==> config.mk <==
export PLATFORM = sky130hd
export DESIGN_NAME = usb_in_fifo
export DESIGN_NICKNAME = d
export VERILOG_FILES = /design/src/rtl/usb_pkg.sv /design/src/rtl/usb_fifo_mem.sv /design/src/rtl/usb_in_fifo.sv
export SDC_FILE = /design/constraint.sdc
export NUM_CORES = 1
export LEC_CHECK = 0
export ABC_AREA = 0
export CAP_MARGIN = 10
export CORE_ASPECT_RATIO = 1.75
export CORE_MARGIN = 5
export CORE_UTILIZATION = 40
export DETAILED_ROUTE_END_ITERATION = 6
export PLACE_DENSITY = 0.54
export SETUP_SLACK_MARGIN = 0.2
export SYNTH_ARGS = -nofsm -noshare
export SYNTH_HDL_FRONTEND = slang
export SYNTH_SLANG_ARGS = --single-unit
==> constraint.sdc <==
create_clock -name clk_48 -period 4 [get_ports clk_48]
set_clock_uncertainty 0.1 [all_clocks]
set_input_delay 0.8 -clock clk_48 [delete_from_list [all_inputs] [get_ports clk_48]]
set_output_delay 0.8 -clock clk_48 [all_outputs]
set_load 0.05 [all_outputs]
==> src/rtl/usb_pkg.sv <==
// Shared USB byte-path constants.
package usb_pkg;
  localparam int USB_BYTE_W            = 8;
  localparam int IN_FIFO_DEPTH_DEFAULT = 16;
endpackage

==> src/rtl/usb_fifo_mem.sv <==
// DEPTH x byte storage: synchronous write, asynchronous read, so it can map to distributed RAM.
module usb_fifo_mem
  import usb_pkg::*;
#(
  parameter int DEPTH = IN_FIFO_DEPTH_DEFAULT,
  localparam int AW   = $clog2(DEPTH)
) (
  input  logic                  clk,
  input  logic                  we,
  input  logic [AW-1:0]         waddr,
  input  logic [USB_BYTE_W-1:0] wdata,
  input  logic [AW-1:0]         raddr,
  output logic [USB_BYTE_W-1:0] rdata
);

  // No reset on the array so it stays RAM-mappable.
  logic [USB_BYTE_W-1:0] mem [DEPTH];

  always_ff @(posedge clk) begin
    if (we) mem[waddr] <= wdata;
  end

  assign rdata = mem[raddr];

endmodule

==> src/rtl/usb_in_fifo.sv <==
// First-word-fall-through byte FIFO feeding the usb core IN data port, with level and sticky error flags.
module usb_in_fifo
  import usb_pkg::*;
#(
  parameter int DEPTH = IN_FIFO_DEPTH_DEFAULT,
  localparam int AW   = $clog2(DEPTH)
) (
  input  logic                  clk_48,
  input  logic                  rst,
  input  logic [USB_BYTE_W-1:0] wr_data,
  input  logic                  wr_en,
  output logic                  full,
  input  logic                  flush,
  output logic [USB_BYTE_W-1:0] data_in,
  output logic                  data_in_valid,
  input  logic                  data_strobe,
  output logic [AW:0]           level,
  output logic                  overflow,
  output logic                  underflow
);

  logic [AW-1:0]         rd_ptr, wr_ptr;
  logic [AW:0]           level_next;
  logic [USB_BYTE_W-1:0] head;
  logic                  push, pop;

  // At full a concurrent pop frees the slot the push lands in (wr_ptr == rd_ptr).
  assign pop        = data_strobe & data_in_valid;
  assign push       = wr_en & (~full | pop);
  assign level_next = level + (AW+1)'(push) - (AW+1)'(pop);

  usb_fifo_mem #(.DEPTH(DEPTH)) u_mem (
    .clk   (clk_48),
    .we    (push & ~flush & ~rst),
    .waddr (wr_ptr),
    .wdata (wr_data),
    .raddr (rd_ptr),
    .rdata (head)
  );

  // Gating keeps data_in at zero whenever nothing valid is held, including after reset.
  assign data_in = data_in_valid ? head : '0;

  always_ff @(posedge clk_48) begin
    if (rst || flush) begin
      rd_ptr        <= '0;
      wr_ptr        <= '0;
      level         <= '0;
      full          <= 1'b0;
      data_in_valid <= 1'b0;
    end else begin
      if (push) wr_ptr <= wr_ptr + 1'b1;
      if (pop)  rd_ptr <= rd_ptr + 1'b1;
      level         <= level_next;
      full          <= (level_next == (AW+1)'(DEPTH));
      data_in_valid <= (level_next != '0);
    end
  end

  // Error flags survive flush; only reset clears them.
  always_ff @(posedge clk_48) begin
    if (rst) begin
      overflow  <= 1'b0;
      underflow <= 1'b0;
    end else begin
      if (wr_en & full & ~pop)          overflow  <= 1'b1;
      if (data_strobe & ~data_in_valid) underflow <= 1'b1;
    end
  end

endmodule

==> impl_metrics.yaml, run 1 <==
routing:
  ant_nets: 0
  totalWireLength_mm: 13.2
  first_pass_iters: 4
  route.detailed.wl_per_inst_um: 20.8
  vias: 3292
  via_per_inst: 5.21
  drt-initial-drc-count: 130
  route.detailed.drc: 0
clock_network:
  clkLatencyLatePin_ns: 0.41
  cts-buffers-inserted: 17
  clockRootBuffer: "clkbuf_16"
  cts_buffer_depth: 2
  cts.sinks: 149
  tritoncts: "done"
  clk_pin_slew_ns: 0.06
  ctsHtreeMaxLevel: 4
  holdBufCountCts: 0
grt:
  antenna_found_initial: 0
  grt_max_degree: 26
  gr-total-overflow: 0
  first_global_vias: 3476
  grt_use_total_pct: 15.8
  grt_pass1_wl_mm: 20.2
job:
  maxCapViolations: 0
power:
  leakage_nw: 2.42
  peakVddDrop_uv: 359
  power_density_nw_per_um2: 532
logic_synthesis:
  seq_area_frac_synth_pct: 71.0
  syn-num-nets: 400
  synth_area_leaders: "edfxtp_1 64%, mux2i_1 7.2%, dfxtp_1 7.0%"
  synth_ff_type: "edfxtp_1"
  syn_area_sq_um: 6010
  yosysTopAreaCell: "edfxtp_1"
  synth_top_area_share_pct: 64.0
  ys_seq_elements: 149
  synth-edff-count: 128
  yosysUniqueCellTypes: 38
  async_reset_ff_share_pct: 0
  synthCells: 376
  yosysWarnings: 0
  synth_area_per_cell_sq_um: 16.0
finish:
  final_common_cell: "edfxtp_1"
  n_antenna_cell: 0
  area_growth_syn_to_layout_pct: 21.3
  final_cell_mix: "128 x edfxtp_1, 43 x mux2i_1, 30 x nor2_1"
  layout-drive-gt1-share_pct: 16.3
  design_area_sq_um: 7290
  fill_cells: 1250
  nets: 460
floorplan:
  io_pins: 30
  die-area_sq_um: 17700
  core_area_sq_um: 14800
  dieHeight_um: 172
  fp-row-count: 59
  start_util_pct: 40.5
  fp.dieW_um: 103
outcome:
  status: "complete, no violations"
worst_setup_path:
  cp-start-kind: "flip-flop"
  critPathBufInv: 2
  slowest_stage: "clkdlybuf4s50_1"
  crit_fanout: 14
  path_cells: "clkbuf_16 -> mux2i_1 -> a22o_1 -> o31ai_1 -> clkdlybuf4s50_1"
  crit_family: "buffers and inverters"
  path_class: "reg -> out"
  required_ns: 3.10
  arrival_ns: 2.75
  end_kind: "output pin"
  critPathMaxStageDelay_ns: 0.88
  r2r_start: "data_in_valid"
sta:
  worstMarginPinSlew_ns: 0.771
  setup_viol: 0
  timing.slew.headroom_pct: 48.4
  fmax_mhz: 274
  tns_ns: 0
  hold_viol: 0
  rsz0062_at_grt: "yes"
  setup_ws_ns: 0.350
  slew_violations: 0
  timing.final.crit_share_pct: 91.2
  min_period_ns: 3.65
placed_design:
  place_ws_ns: 0.279
  io_buffers: 29
  gp_congestion: 0.739
  hpwl_mm: 9.15
  place_area_sq_um: 6630
min_path:
  min_path_type: "reg -> reg"
  hold_start: "overflow"
[routing by layer]
| metal | wire (um) | global-route usage [%] |
|---|---|---|
| met1 | 4910 | 17.9 |
| met2 | 7500 | 28.6 |
| met3 | 466 | 3.55 |
| met4 | 297 | 5.83 |
| met5 | 0 | 0 |
[through the flow]
step	hold slack, ns	std cells	power, mW	utilization, %
5_1_grt	0.413	632	4.02	49.1
3_3_place_gp	0.368	599	2.23	44.7
4_1_cts	0.400	631	3.91	48.9
3_5_place_dp	0.380	599	2.23	44.7
2_1_floorplan	0.368	376	2.07	-
6_report	0.392	632	3.88	49.1
[area by class of cell]
cell class / count / area (sq um) / share of cell area (%)
Clock buffer: 18 / 429 / 5.89
Clock inverter: 14 / 199 / 2.73
Sequential cell: 149 / 4270 / 58.6
Multi-Input combinational cell: 202 / 1600 / 22.0
Timing Repair Buffer: 55 / 517 / 7.09
Tap cell: 183 / 229 / 3.14
Inverter: 11 / 41.3 / 0.567
[flip-flops by register name (all words and copies together) (netlist names), named ones only]
signal         count
u_mem.mem        128
level              5
rd_ptr             4
wr_ptr             4
data_in_valid      1
full               1
overflow           1
underflow          1
[synthesized netlist by cell type, drive strengths merged (2+ instances only)]
library cell / count
a21oi: 4
a22o: 2
a22oi: 17
and2: 5
buf: 8
clkbuf: 6
dfxtp: 21
edfxtp: 128
ha: 10
inv: 11
mux2i: 43
mux4: 11
nand2: 22
nand2b: 5
nand3: 12
nand4: 2
nor2: 31
nor2b: 6
o2111ai: 2
o211ai: 2
o21ai: 6
o31ai: 2
xnor2: 3
xor2: 6
[what timing repair did]
action,in CTS,in global routing
setup buffers,0,1
endpoints found under the setup margin,6,4
resized for setup,5,2
[where the power goes]
group	internal, mW	switching [mW]	total (mW)
logic	0.168	0.291	0.459
clock network	1.05	0.629	1.68
registers	1.71	0.0287	1.74
total	2.93	0.949	3.88
[worst min-delay path, stage by stage (launching register included)]
cell,delay (ns)
dfxtp_1,0.33
a31oi_1,0.05
nor2_1,0.07
[cells by family (layout without fill, tap and decap cells)]
kind of cell	count (synthesis)	after routing	share of synthesized area, %
AND/OR/NAND/NOR	89	89	6.94
XOR/XNOR	9	9	1.31
multiplexers	54	54	11.3
buffers and inverters	25	98	2.42
adder cells (fa/ha/maj)	11	11	2.42
flip-flops	149	149	71.0
AO/OA/AOI/OAI	39	39	4.64
[path summary, 6_finish.rpt]
path	slack, ns	endpoint	cells past startpoint
max	0.35	data_in[2]	5
min	0.39	overflow	2
max reg2reg	1.09	full	12
min reg2reg	0.39	overflow	2
No activity file was read; power rests on OpenSTA's default activity.
==> inputs of run 2 (changes only) <==
--- a/config.mk
+++ b/config.mk
@@ -13,6 +13,7 @@
 export DETAILED_ROUTE_END_ITERATION = 6
 export PLACE_DENSITY = 0.54
 export SETUP_SLACK_MARGIN = 0.2
+export SKIP_LAST_GASP = 1
 export SYNTH_ARGS = -nofsm -noshare
 export SYNTH_HDL_FRONTEND = slang
 export SYNTH_SLANG_ARGS = --single-unit
==> results of run 2 <==
Final layout, timing and power as in run 1 (identical DEF).
==> inputs of run 3 (changes only) <==
--- a/config.mk
+++ b/config.mk
@@ -9,9 +9,9 @@
 export CAP_MARGIN = 10
 export CORE_ASPECT_RATIO = 1.75
 export CORE_MARGIN = 5
-export CORE_UTILIZATION = 40
+export CORE_UTILIZATION = 55
 export DETAILED_ROUTE_END_ITERATION = 6
-export PLACE_DENSITY = 0.54
+export PLACE_DENSITY = 0.71
 export SETUP_SLACK_MARGIN = 0.2
 export SKIP_LAST_GASP = 1
 export SYNTH_ARGS = -nofsm -noshare
==> run 3 against run 2 <==
Non-clock buffer count decreased by 6. First-iteration DRC count is 89% higher. Final cell count down 9.3%. Power shrank 4.0%. Die area shrank 25%. Critical path depth rose by 1. Utilization rose by 17 points. Sequential cell count unchanged. Cell area fell by 2.4%. Setup slack got worse by 0.062 ns. Combinational power is essentially flat. Clock power shrank 9%. Largest cell class unchanged.
==> impl_metrics.yaml, run 3 (synthesis results as in run 1) <==
finish:
  final_common_cell: "edfxtp_1"
  seqCellArea_sq_um: 4270
  regMostFlops: "u_mem.mem"
  area_growth_syn_to_layout_pct: 18.3
  n_antenna_cell: 0
  nets: 454
  fill_cells: 768
  design_area_sq_um: 7110
  layout-drive-gt1-share_pct: 14.7
  final_cell_mix: "128 x edfxtp_1, 43 x mux2i_1, 30 x nor2_1"
  layout.cells.non_filler: 573
  largest_registers: "u_mem.mem x128, level x5"
  multiInputGateArea_sq_um: 1600
  largest_reg_flops: 128
  fin_util_pct: 66.4
grt:
  grt_max_degree: 54
  first_global_vias: 3459
  antenna_found_initial: 0
  grt_use_total_pct: 20.1
  gr-total-overflow: 0
  grt_pass1_wl_mm: 18.7
clock_network:
  clkLatencyLatePin_ns: 0.41
  clockRootBuffer: "clkbuf_16"
  clk_pin_slew_ns: 0.05
  cts-buffers-inserted: 17
  cts.sinks: 149
  ctsHtreeMaxLevel: 4
  tritoncts: "done"
  holdBufCountCts: 0
  cts_buffer_depth: 2
  postCtsSetupBuffers: 0
power:
  power_density_nw_per_um2: 523
  leakage_nw: 2.38
  peakVddDrop_uv: 355
  power_mw: 3.72
floorplan:
  dieHeight_um: 148
  fp.dieW_um: 89
  die-area_sq_um: 13200
  core_area_sq_um: 10700
  start_util_pct: 56.2
  io_pins: 30
  fp-row-count: 50
routing:
  totalWireLength_mm: 12.1
  vias: 3284
  route.detailed.wl_per_inst_um: 21.2
  first_pass_iters: 5
  route.detailed.drc: 0
  drt-initial-drc-count: 246
  via_per_inst: 5.73
  ant_nets: 0
placed_design:
  placed_cells: 541
  hpwl_mm: 8.28
  place_area_sq_um: 6520
  io_buffers: 29
  place_ws_ns: 0.290
  gp_congestion: 0.780
sta:
  slew_violations: 0
  fmax_mhz: 269
  hold_viol: 0
  rsz0062_at_grt: "no"
  min_period_ns: 3.71
  worstMarginPinSlew_ns: 0.927
  tns_ns: 0
  timing.slew.headroom_pct: 38.0
  timing.final.crit_share_pct: 92.8
  setup_ws_ns: 0.288
  holdWs_ns: 0.387
  setup_viol: 0
worst_setup_path:
  end_kind: "output pin"
  path_common_cell: "buf_4"
  reg2reg_slack_ns: 1.13
  required_ns: 3.10
  cp-start-kind: "flip-flop"
  path_class: "reg -> out"
  critPathMaxStageDelay_ns: 0.87
  reg2regPathDepth: 12
  path_cells: "buf_4 -> nor2b_1 -> buf_4 -> a22o_1 -> o31ai_1 -> clkdlybuf4s50_1"
  r2r_start: "data_in_valid"
  slowest_stage: "clkdlybuf4s50_1"
  arrival_ns: 2.81
  r2r_end: "full"
  crit_fanout: 13
min_path:
  hold_start: "underflow"
  min_path_type: "reg -> reg"
  min_to: "underflow"
  worstHoldPathCells: 2
outcome:
  status: "complete, no violations"
job:
  maxCapViolations: 0
==> run 3: critical path, delay by kind of cell (launching register included) <==
family          cells  cell delay [ns]
buf+inv             3             1.32
compound gates      2             0.52
flops               1             0.41
simple gates        1             0.14
==> run 3: routing by layer <==
layer  track usage (%)  wire [um]
met2              36.9       7040
met1              22.2       4460
met3              4.77        458
met4              6.78        175
met5                 0          0
==> run 3: final cells by class <==
cell class,count,share of cell area (%)
inverter,11,0.581
sequential,149,60.0
clock buffer,20,6.14
timing repair buffer,49,6.48
tap,130,2.29
clock inverter,12,1.95
multi-input combinational,202,22.5
==> run 3: power by group <==
group | internal [mW] | leakage, nW | total [mW] | switching [mW]
sequential | 1.71 | 1.32 | 1.73 | 0.0217
clock | 0.970 | 0.281 | 1.53 | 0.560
combinational | 0.167 | 0.773 | 0.461 | 0.294
total | 2.85 | 2.38 | 3.72 | 0.875
==> run 3: what timing repair did <==
item | CTS | global route
cloned | 0 | 0
setup endpoints to repair | 5 | 3
gates resized for setup | 2 | 3
==> run 3: worst max path at each step <==
stage,startpoint,endpoint,cells past startpoint,slack (ns)
2_1_floorplan,data_strobe,full,13,0.89
3_3_place_gp,data_strobe,full,13,0.34
3_5_place_dp,data_strobe,full,13,0.29
4_1_cts,flip-flop,data_in[1],6,0.22
5_1_grt,flip-flop,data_in[3],7,0.20
6_report,flip-flop,data_in[0],6,0.29
